==> src/rtl/syscall_monitor.sv <==
// Syscall monitor: watches retired register state for print/exit syscalls and buffers
// header/data records in a first-word-fall-through FIFO. Optional timestamps: SYSMON_TIMESTAMP_EN.
module syscall_monitor #(
  parameter int DATA_W     = 32,
  parameter int NREG       = 32,
  parameter int FIFO_DEPTH = 8,
  parameter int CODE_REG   = 2,
  parameter int DATA_REG   = 20
) (
  input  logic                   clk,
  input  logic                   rst,
  input  logic [NREG*DATA_W-1:0] reg_bus,
  input  logic                   retire,
  output logic                   out_valid,
  input  logic                   out_ready,
  output logic                   out_hdr,
  output logic [DATA_W-1:0]      out_data,
  output logic [31:0]            out_ts,
  output logic                   halt,
  output logic                   done,
  output logic                   overflow
);

  localparam int AW = (FIFO_DEPTH > 1) ? $clog2(FIFO_DEPTH) : 1;
  localparam int CW = AW + 1;

  typedef enum logic [1:0] {IDLE, STREAM, HALTED} state_t;

  state_t              state_q, state_d;
  logic [DATA_W-1:0]   last_dat_q, last_dat_d;
  logic                last_vld_q, last_vld_d;
  logic                overflow_q, overflow_d;
  logic [AW-1:0]       wr_ptr_q, rd_ptr_q;
  logic [CW-1:0]       count_q, count_d;
  logic [DATA_W:0]     rec_mem [FIFO_DEPTH];

  logic [DATA_W-1:0]   code, dat;
  logic                push, push_hdr, push_ok, pop, empty, full;
  logic                unused_bus;

  assign code       = reg_bus[DATA_W*CODE_REG +: DATA_W];
  assign dat        = reg_bus[DATA_W*DATA_REG +: DATA_W];
  assign unused_bus = ^reg_bus;

  always_comb begin
    state_d    = state_q;
    last_dat_d = last_dat_q;
    last_vld_d = last_vld_q;
    push       = 1'b0;
    push_hdr   = 1'b0;
    if (retire) begin
      case (state_q)
        IDLE: begin
          if (code == DATA_W'(1)) begin
            push       = 1'b1;
            push_hdr   = 1'b1;
            last_vld_d = 1'b0;
            state_d    = STREAM;
          end else if (code == DATA_W'(3)) begin
            state_d = HALTED;
          end
        end
        STREAM: begin
          if (code == DATA_W'(1)) begin
            push       = 1'b1;
            push_hdr   = 1'b1;
            last_vld_d = 1'b0;
          end else if (code == DATA_W'(2)) begin
            // Only value changes are recorded; the first sample after a header always is.
            if (!last_vld_q || dat != last_dat_q) begin
              push       = 1'b1;
              last_dat_d = dat;
              last_vld_d = 1'b1;
            end
          end else if (code == DATA_W'(3)) begin
            state_d = HALTED;
          end
        end
        default: ;
      endcase
    end
  end

  assign empty      = (count_q == '0);
  assign full       = (count_q == CW'(FIFO_DEPTH));
  assign pop        = !empty && out_ready;
  assign push_ok    = push && (!full || pop);
  assign overflow_d = overflow_q | (push && full && !pop);
  assign count_d    = count_q + CW'(push_ok) - CW'(pop);

  always_ff @(posedge clk or negedge rst) begin
    if (!rst) begin
      state_q    <= IDLE;
      last_dat_q <= '0;
      last_vld_q <= 1'b0;
      overflow_q <= 1'b0;
      wr_ptr_q   <= '0;
      rd_ptr_q   <= '0;
      count_q    <= '0;
    end else begin
      state_q    <= state_d;
      last_dat_q <= last_dat_d;
      last_vld_q <= last_vld_d;
      overflow_q <= overflow_d;
      count_q    <= count_d;
      if (push_ok) wr_ptr_q <= wr_ptr_q + AW'(1);
      if (pop)     rd_ptr_q <= rd_ptr_q + AW'(1);
    end
  end

  always_ff @(posedge clk) begin
    if (push_ok) rec_mem[wr_ptr_q] <= {push_hdr, (push_hdr ? {DATA_W{1'b0}} : dat)};
  end

  // Head fields are masked while empty so nothing stale leaks out after reset.
  assign out_valid = !empty;
  assign out_hdr   = empty ? 1'b0 : rec_mem[rd_ptr_q][DATA_W];
  assign out_data  = empty ? '0 : rec_mem[rd_ptr_q][DATA_W-1:0];
  assign halt      = (state_q == HALTED);
  assign done      = (state_q == HALTED) && empty;
  assign overflow  = overflow_q;

`ifdef SYSMON_TIMESTAMP_EN
  logic [31:0] cyc_q;
  logic [31:0] ts_mem [FIFO_DEPTH];

  always_ff @(posedge clk or negedge rst) begin
    if (!rst) cyc_q <= '0;
    else      cyc_q <= cyc_q + 32'd1;
  end

  always_ff @(posedge clk) begin
    if (push_ok) ts_mem[wr_ptr_q] <= cyc_q;
  end

  assign out_ts = empty ? 32'd0 : ts_mem[rd_ptr_q];
`else
  assign out_ts = 32'd0;
`endif

endmodule

==> config.mk <==
export PLATFORM = sky130hd
export DESIGN_NAME = syscall_monitor
export DESIGN_NICKNAME = d
export VERILOG_FILES = /design/src/rtl/syscall_monitor.sv
export SDC_FILE = /design/constraint.sdc
export NUM_CORES = 1
export LEC_CHECK = 0
export CAP_MARGIN = 20
export CORE_AREA = 2 2 429 431
export CTS_CLUSTER_SIZE = 16
export DETAILED_ROUTE_END_ITERATION = 12
export DIE_AREA = 0 0 431 433
export GPL_TIMING_DRIVEN = 0
export MAX_ROUTING_LAYER = met4
export PLACE_DENSITY_LB_ADDON = 0.15
export RECOVER_POWER = 25
export SLEW_MARGIN = 10
export SYNTH_ARGS = -nofsm -noshare
export SYNTH_HDL_FRONTEND = slang
export SYNTH_SLANG_ARGS = --single-unit
==> constraint.sdc <==
create_clock -name clk -period 8.8 [get_ports clk]
set_input_delay 2.2 -clock clk [delete_from_list [all_inputs] [get_ports clk]]
set_output_delay 2.2 -clock clk [all_outputs]
set_load 0.03 [all_outputs]
### Word level (Yosys, flattened, before mapping)

Memory sizes are Yosys's and may differ from the RTL's.
Cells that the tools add are included.

* memories kept: 1
* logic and storage cells: 67
* register bits after elaboration: 46
* bits in writable memories: 264

* equal/unequal tests: 12
* add/subtract/negate cells: 4
* bitwise operators: 2
* reductions and logical operators: 18
* mux-type cells: 23

Memories
* rec_mem: words 8, width 33, rd ports 1, clocked after Yosys merged registers in 0, wr ports 1, RTL line 35 `logic [DATA_W:0] rec_mem [FIFO_DEPTH];`

Operators with widths (number)
* == test 32 x 2 -> 1 bit, second input constant: 2
* two-way mux 32 bit: 2
* == test 32 x 1 -> 1 bit, second input constant: 1
* != test 32 bit: 1
* two-way mux 1 bit: 14
* AND reduction 5 bit: 2
* two-way mux 2 bit: 4
* adder 3 x 1 -> 3 bit, second input constant: 2
* != test 2 bit, second input constant: 3
* != test 3 bit, second input constant: 2
* logical AND 1 bit: 5
* adder 4 x 1 -> 4 bit: 1
* == test 4 bit, second input constant: 1
* zero test 1 bit: 4
* zero test 4 bit: 1
* case mux 1 bit (2 select lines): 2
* case mux 2 bit (2 select lines): 1
* AND reduction 4 bit: 1
* subtractor 4 x 1 -> 4 bit: 1
* == test 2 x 1 -> 1 bit, second input constant: 1
* == test 2 bit, second input constant: 1
* zero test 2 bit: 1
* logical OR 1 bit: 2
* nonzero test 2 bit: 1
* other kinds (3): 3

### Depth between registers and ports, before layout

Gate-level depths: netlist (run 1).

* depth in word-level cells: 10
* depth in mapped cells: 12
* depth with buffers taken out: 11

### Worst setup path before layout (run 1)

No wires, ideal clock.

* path kind: input -> register
* start: input port reg_bus[88]
* end: memory rec_mem[0][0] in the netlist's numbering, enable pin
* arrival time: 5.868 ns
* library setup time: 0.464 ns
* stages on the path: 7
* buffers on the path: 1
* slack: 2.467 ns
* cells stage by stage: nor4b_1 nand4_1 or3_1 buf_2 a31oi_4 o211ai_1 nor3_1

* word-level cells in the longest chain between the ends: 8

RTL lines
* start, declared: RTL line 12 `input logic [NREG*DATA_W-1:0] reg_bus,`
* == test 32 x 2 -> 1 bit: RTL line 68 `end else if (code == DATA_W'(2)) begin`
* two-way mux 1 bit: RTL line 68
* two-way mux 1 bit: RTL line 64 `if (code == DATA_W'(1)) begin`
* case mux 1 bit (2 select lines) *: RTL line 52 `case (state_q)`
* two-way mux 1 bit *: RTL line 51 `if (retire) begin`
* logical AND 1 bit *: RTL line 87 `assign push_ok = push && (!full || pop);`
* two-way mux 1 bit * (2 in series): RTL line 112 `if (push_ok) rec_mem[wr_ptr_q] <= {push_hdr, (push_hdr ? {DATA_W{1'b0}} : dat)};`
* end, declared: RTL line 35

Mark *: on every way between the ends. The rest lies on a longest branch, timed or not.

### Worst setup path after layout (run 1)

* start: input port reg_bus[88]
* end: memory rec_mem[0][8] in the netlist's numbering, enable pin

The elaborated chain is that of the path after synthesis.

==> reports/summary.json, run 1 <==
{
  "place": {
    "dp.final_hpwl_mm": 34.8,
    "place_congestion": 0.646,
    "dp_cells": 3237,
    "numPortBuffers": 104
  },
  "clock_network": {
    "cts_inserted_buffers": 39,
    "cts_root_buffer": "sky130_fd_sc_hd__clkbuf_16",
    "cts_htree_levels": 2,
    "ctsResizeCount": 0,
    "buffer_depth_of_the_longest_clock_path": 3,
    "clkSinkCount": 310,
    "hold_buffers": 0,
    "clk_pin_slew_worst_paths_ns": 0.06,
    "post-cts-setup-buffer-count": 0,
    "clock_tree_from_tritoncts": "yes",
    "clk-insertion-delay-late_ns": 0.55
  },
  "synthesis": {
    "yosys.area_share.simple_pct": 4.65,
    "syn-instance-count": 691,
    "yosysMostFrequentCell": "sky130_fd_sc_hd__edfxtp_1",
    "yosys-top-cells-count": "264 x sky130_fd_sc_hd__edfxtp_1, 66 x sky130_fd_sc_hd__mux4_2, 46 x sky130_fd_sc_hd__dfrtp_1",
    "synth_top_flop_cell": "sky130_fd_sc_hd__edfxtp_1",
    "ys_warn_count": 0,
    "ys_async_sr_fraction_pct": 14.8,
    "post_synth_fa_ha_maj_area_fraction_pct": 0.837,
    "yosys.area.top_type": "sky130_fd_sc_hd__edfxtp_1",
    "synth_top_family_by_area": "multiplexers",
    "synth-xor-area-share_pct": 2.59,
    "synth_enable_flop_cells": 264,
    "part_of_the_yosys_area_used_for_sequential_elements_pct": 70.6,
    "yosys_register_bits": 310,
    "top_cells_by_area_in_the_synthesized_netlist": "sky130_fd_sc_hd__edfxtp_1 62%, sky130_fd_sc_hd__mux4_2 12%, sky130_fd_sc_hd__dfrtp_1 9.0%, sky130_fd_sc_hd__mux2_2 2.8%, sky130_fd_sc_hd__mux2i_1 2.6%",
    "yosysUniqueCellTypes": 41,
    "syn_avg_cell_area_um2": 18.6,
    "mappedNetlistArea_um2": 12900,
    "synth.area.mux_share_pct": 17.1,
    "yosysTopAreaCellShare_pct": 61.6,
    "synth_compound_gate_area_share_pct": 0.885
  },
  "setup_path": {
    "cp_cell_sequence": "dlygate4sd3_1 > nor4b_1 > nand4_1 > or3_1 > clkbuf_1 > a31oi_1 > o211ai_1 > nor3_2 > buf_6 > buf_4 > buf_6",
    "critical_path.most_common_cell": "sky130_fd_sc_hd__buf_6",
    "critical_path_required_ns": 9.05,
    "critical-path-slowest-cell": "sky130_fd_sc_hd__a31oi_1",
    "reg2reg_slack_ns": 4.27,
    "critical_path.reg2reg.endpoint": "rec_mem[0][8]",
    "worst_r2r_startpoint": "state_q[1]",
    "worst-path-max-fanout": 8,
    "worst_path_largest_cell_delay_ns": 0.80,
    "criticalPathCategory": "input port to register",
    "worstRegToRegCells": 10,
    "timing.critical_path.from_type": "input port",
    "worstSetupEndpointType": "register",
    "worst-endpoint-arrival_ns": 6.53
  },
  "floorplanning": {
    "chip_height_um": 433,
    "fp.coreArea_um2": 182000,
    "io_pins": 1097,
    "floorplan.rows": 157,
    "dieWidth_um": 431,
    "die_area_um2": 187000,
    "initial_core_util_pct": 7.06
  },
  "sta": {
    "tightest_slew_margin_relative_to_the_limit_pct": -105,
    "timing.final.max_slew_violations": 47,
    "rsz0062_at_grt": "no",
    "clock-skew-final_ns": 0.0156,
    "max_clock_freq_ghz": 0.159,
    "final_period_demand_of_the_worst_path_ns": 6.28,
    "period_share_pct": 71.3,
    "timing_hold_violations_final": 0,
    "report.final.setup_viol": 0,
    "tightest_slew_ns": 3.07,
    "final.setup.tns_ns": 0
  },
  "route": {
    "route.detailed.wl_per_inst_um": 13.9,
    "average_vias_per_placed_instance": 2.05,
    "met2_wirelength_mm": 23.4,
    "met1_length_mm": 19.1,
    "drt-pass1-iter-count": 4,
    "met3WireLength_mm": 2.65,
    "wirelength_mm": 46.0,
    "highest_layer": "met4",
    "drt-initial-drc-count": 324,
    "drtAntennaViolNets": 0,
    "route.detailed.drc": 0,
    "count_of_vias_placed_by_the_detailed_router": 6791
  },
  "global_routing": {
    "number_of_global_route_vias_before_repair": 7350,
    "number_of_antenna_violations_at_the_first_check_in_global_routing": 17,
    "gr-total-overflow": 0,
    "grt_start_max_net_pins": 47,
    "groute.usage.overall_pct": 5.04,
    "wire_length_of_the_first_global_routing_pass_mm": 62.5
  },
  "hold_path": {
    "timing.hold.worst_path_depth": 1,
    "hp-start": "wr_ptr_q[0]",
    "hold_path_class": "register to register",
    "hold-path-endpoint": "wr_ptr_q[0]"
  },
  "cells_and_area": {
    "drive_above_1_share_pct": 24.5,
    "layout.core_utilization_pct": 10.3,
    "fillerInstances": 20600,
    "flow.area_growth_from_synthesis_pct": 45.4,
    "nets": 1930,
    "cell_count_final_fillers_out": 3320
  },
  "outcome": {
    "violations": "capacitance limit, slew limit",
    "outcome": "finished with violations"
  },
  "pwr": {
    "power.leakage_nw": 5.79,
    "irDropWorstVdd_v": 0.000123,
    "p_per_area_nw_per_um2": 258,
    "total_power_consumption_mw": 4.82
  },
  "run": {
    "cap_violations": 1
  }
}
## stage by stage
stage / worst slack [ns] / hold slack (ns) / area, um^2
floorplan: 2.47 / 0.457 / 13000
global placement: -2.89 / 0.494 / 17000
detailed placement: 2.23 / 0.495 / 17500
CTS: 2.08 / 0.508 / 18700
global route: 2.22 / 0.535 / 18700
finish: 2.52 / 0.505 / 18700
## routing by layer
layer | vias to the layer above | GRT usage (%)
li1 | 3062 | -
met2 | 159 | 8.72
met1 | 3524 | 5.74
met5 | - | -
met4 | 0 | 1.27
met3 | 46 | 1.34
## worst max-delay path, delay by kind of cell
kind            cells  cell delay (ns)
simple gates        4             1.61
buf+inv             5             1.41
compound gates      2             1.28
## placed cells by master, fill, tap and decap left out, drive strengths merged, types with 3 or more instances in the layout
cell type and n:
nor2 43, mux2i 33, nor2b 33, o21bai 3, nor4 8, nor3 5, mux4 66, buf 69
dfrtp 46, ha 7, mux2 34, diode 12, edfxtp 264, nand3 3, nand2 3, clkinv 15
nand2b 4, nand4 10, a21oi 3, clkdlybuf4s50 98, dlygate4sd3 5, clkbuf 75, inv 9, conb 32
xnor2 36
## how the worst max path moves through the flow
stage                      start        endpoint  slack, ns  cells past startpoint
global route         rd_ptr_q[1]    out_data[30]       2.22                      6
CTS                  rd_ptr_q[1]    out_data[30]       2.08                      6
global placement     reg_bus[88]  rec_mem[0][18]      -2.89                      8
finish               reg_bus[88]   rec_mem[0][8]       2.52                     11
floorplan            reg_bus[88]   rec_mem[0][0]       2.47                      7
detailed placement  reg_bus[653]   rec_mem[0][6]       2.23                     10
## state kept, by name, summed over array words and instances (netlist names)
register,cells
state_q,2
rd_ptr_q,3
count_q,4
last_dat_q,32
wr_ptr_q,3
overflow,1
last_vld_q,1
rec_mem,264
## cell type report
type,instances,area [um^2],area share (%)
diodes,12,30.0,0.161
plain buffers,63,364,1.95
multi-input cells,340,3510,18.8
inverters,9,33.8,0.181
clock buffers,53,1080,5.78
clock inverters,17,126,0.676
well taps,2385,2980,16.0
repair buffers,131,1490,7.94
flip-flops and latches,310,9080,48.6
## cells by family (layout without fill, tap and decap cells)
kind of cell,Yosys count,in the layout
AOI/OAI and AO/OA,14,14
muxes,133,133
other,1,44
DFF,310,310
xor gates and xnor gates,38,38
and+or+nand+nor,115,115
adders and majority gates,8,8
buffers and inverters,72,273
## where the power goes
group | switching, mW | internal [mW]
clock | 0.618 | 0.915
combinational | 0.991 | 0.673
sequential | 0.0119 | 1.61
total | 1.62 | 3.20
(Power assumes the default switching activity.)
==> run 2: changes to the inputs <==
--- a/config.mk
+++ b/config.mk
@@ -6,10 +6,10 @@
 export NUM_CORES = 1
 export LEC_CHECK = 0
 export CAP_MARGIN = 20
-export CORE_AREA = 2 2 429 431
+export CORE_AREA = 2 2 432 434
 export CTS_CLUSTER_SIZE = 16
 export DETAILED_ROUTE_END_ITERATION = 12
-export DIE_AREA = 0 0 431 433
+export DIE_AREA = 0 0 434 436
 export GPL_TIMING_DRIVEN = 0
 export MAX_ROUTING_LAYER = met4
 export PLACE_DENSITY_LB_ADDON = 0.15
==> constraint.sdc (replaced) <==
create_clock -name clk -period 5.04 [get_ports clk]
set_input_delay 1.26 -clock clk [delete_from_list [all_inputs] [get_ports clk]]
set_output_delay 1.26 -clock clk [all_outputs]
set_load 0.03 [all_outputs]
==> reports/summary.json, run 2 (synthesized netlist as in run 1, its figures left out) <==
{
  "route": {
    "count_of_vias_placed_by_the_detailed_router": 6789,
    "drt-pass1-iter-count": 4,
    "average_vias_per_placed_instance": 1.99,
    "route.detailed.drc": 0,
    "route.detailed.wl_per_inst_um": 13.5,
    "wirelength_mm": 45.9,
    "drt-initial-drc-count": 284,
    "drtAntennaViolNets": 0
  },
  "floorplanning": {
    "io_pins": 1097,
    "die_area_um2": 189000,
    "initial_core_util_pct": 6.97,
    "chip_height_um": 436,
    "dieWidth_um": 434,
    "fp.coreArea_um2": 185000,
    "floorplan.rows": 158
  },
  "pwr": {
    "combPwrFrac_pct": 34.1,
    "power.leakage_nw": 5.82,
    "clkPwrFrac_pct": 32.9,
    "internal-power_mw": 5.73,
    "power_switching_mw": 2.86,
    "irDropWorstVdd_v": 0.000178,
    "total_power_consumption_mw": 8.59,
    "p_per_area_nw_per_um2": 453,
    "swShare_pct": 33.3,
    "seq_power_share_pct": 33.1
  },
  "global_routing": {
    "number_of_antenna_violations_at_the_first_check_in_global_routing": 8,
    "number_of_global_route_vias_before_repair": 7558,
    "gr-total-overflow": 0,
    "groute.usage.overall_pct": 4.98,
    "grt_start_max_net_pins": 47,
    "wire_length_of_the_first_global_routing_pass_mm": 63.4
  },
  "outcome": {
    "outcome": "finished with violations",
    "violations": "capacitance limit, slew limit"
  },
  "cells_and_area": {
    "reg.largest.list": "rec_mem: 264 flops, last_dat_q: 32 flops, count_q: 4 flops",
    "largest_register_ff_count": 264,
    "flow.area_growth_from_synthesis_pct": 47.5,
    "layout.cells.most_common": "sky130_fd_sc_hd__edfxtp_1",
    "regMostFlops": "rec_mem",
    "fillerInstances": 21000,
    "final_cell_mix": "264 x sky130_fd_sc_hd__edfxtp_1, 100 x sky130_fd_sc_hd__clkdlybuf4s50_1, 66 x sky130_fd_sc_hd__mux4_2, 46 x sky130_fd_sc_hd__dfrtp_1, 41 x sky130_fd_sc_hd__clkbuf_16",
    "layout.core_utilization_pct": 10.3,
    "final_design_area_no_fill_um2": 19000,
    "nets": 1925,
    "drive_above_1_share_pct": 25.7
  },
  "hold_path": {
    "hold_path_class": "register to register",
    "timing.hold.worst_path_depth": 1
  },
  "sta": {
    "timing_hold_violations_final": 0,
    "tightest_slew_margin_relative_to_the_limit_pct": -97.5,
    "period_share_pct": 94.6,
    "hold_ws_ns": 0.491,
    "rsz0062_at_grt": "no",
    "timing.final.max_slew_violations": 47,
    "final_period_demand_of_the_worst_path_ns": 4.77,
    "tightest_slew_ns": 2.96,
    "max_clock_freq_ghz": 0.210,
    "clock-skew-final_ns": 0.0147,
    "report.final.setup_viol": 0
  },
  "clock_network": {
    "clk-insertion-delay-late_ns": 0.55,
    "post-cts-setup-buffer-count": 0,
    "cts_htree_levels": 2,
    "clock_tree_from_tritoncts": "yes",
    "clk_pin_slew_worst_paths_ns": 0.06,
    "buffer_depth_of_the_longest_clock_path": 3,
    "cts_inserted_buffers": 40,
    "cts_root_buffer": "sky130_fd_sc_hd__clkbuf_16",
    "clkSinkCount": 310
  },
  "place": {
    "place_congestion": 0.640,
    "placed_area_um2": 17700,
    "numPortBuffers": 104,
    "dp.final_hpwl_mm": 34.4
  },
  "setup_path": {
    "criticalPathCategory": "register to output pin",
    "worstSetupEndpointType": "output pin",
    "worst-path-max-fanout": 10,
    "timing.critical_path.from_type": "register",
    "worst-endpoint-arrival_ns": 3.51,
    "critical_path_required_ns": 3.78,
    "worstRegToRegCells": 8
  },
  "run": {
    "cap_violations": 1
  }
}
==> run 2: cell types whose count changed in the layout (fill, tap and decap cells not counted), moves of 3 or more <==
cell                       before  now
sky130_fd_sc_hd__nor2_1        37   34
sky130_fd_sc_hd__nor2_2         0    3
sky130_fd_sc_hd__clkbuf_1      32   24
sky130_fd_sc_hd__clkbuf_2       1    4
sky130_fd_sc_hd__buf_12         2    6
sky130_fd_sc_hd__buf_4         41   35
sky130_fd_sc_hd__diode_2       12    5
sky130_fd_sc_hd__buf_8          0    5
sky130_fd_sc_hd__clkinv_2       8    5
sky130_fd_sc_hd__buf_6          6    1
==> run 2: per-stage QoR <==
step                setup TNS, ns  cells  worst slack (ns)
floorplan                       0    722             0.525
finish                          0   3404             0.271
detailed placement         -44.66   3328            -0.492
global route                    0   3401           0.00676
global placement          -719.11   3306             -3.10
CTS                             0   3399           0.00327
==> run 2: layer usage <==
layer / part of all wire [%] / global-route usage (%)
met4: 1.8 / 1.22
met5: 0 / -
met2: 52 / 8.66
met1: 41 / 5.87
met3: 5.2 / 0.918
==> run 2: worst paths after layout <==
kind,slack [ns],from,endpoint
worst max-delay path,0.27,count_q[1],out_data[18]
worst min-delay path,0.49,overflow,overflow
worst max register to register,1.15,last_dat_q[16],rec_mem[0][16]
worst min register to register,0.49,overflow,overflow
max in group asynchronous,1.66,rst,last_dat_q[6]
min in group asynchronous,1.66,rst,overflow
==> run 2: power groups by stage <==
stage,logic (mW),clock network (mW),registers (mW)
floorplan,1.71,0,2.88
global placement,3.09,0,2.89
detailed placement,3.12,0,2.89
CTS,3.15,2.95,2.84
global route,3.21,3.04,2.84
finish,2.93,2.82,2.84
==> run 2: repair_timing <==
| action | 4_1_cts | 5_1_grt |
|---|---|---|
| resized for setup | 14 | 1 |
| hold buffers | 0 | 0 |
| setup endpoints to repair | 29 | 2 |
==> run 2: final cells by class <==
| type | instances | area (um^2) | area share (%) |
|---|---|---|---|
| antenna | 5 | 12.5 | 0.0660 |
| buffer | 62 | 390 | 2.06 |
| clock buffer | 51 | 1070 | 5.66 |
| clock inverter | 21 | 214 | 1.13 |
| inverter | 9 | 33.8 | 0.178 |
| multi-input combinational | 340 | 3550 | 18.7 |
| sequential | 310 | 9080 | 47.9 |
| tap | 2480 | 3100 | 16.4 |
| timing repair buffer | 126 | 1520 | 7.99 |
==> run 2: worst max-delay path, stage by stage, from the launching register on <==
cell and delay [ns]:
sky130_fd_sc_hd__dfrtp_1 0.44, sky130_fd_sc_hd__nor2_1 0.23, sky130_fd_sc_hd__and2_1 0.69, sky130_fd_sc_hd__clkbuf_1 0.69, sky130_fd_sc_hd__nor2_1 0.19, sky130_fd_sc_hd__clkdlybuf4s50_1 0.70
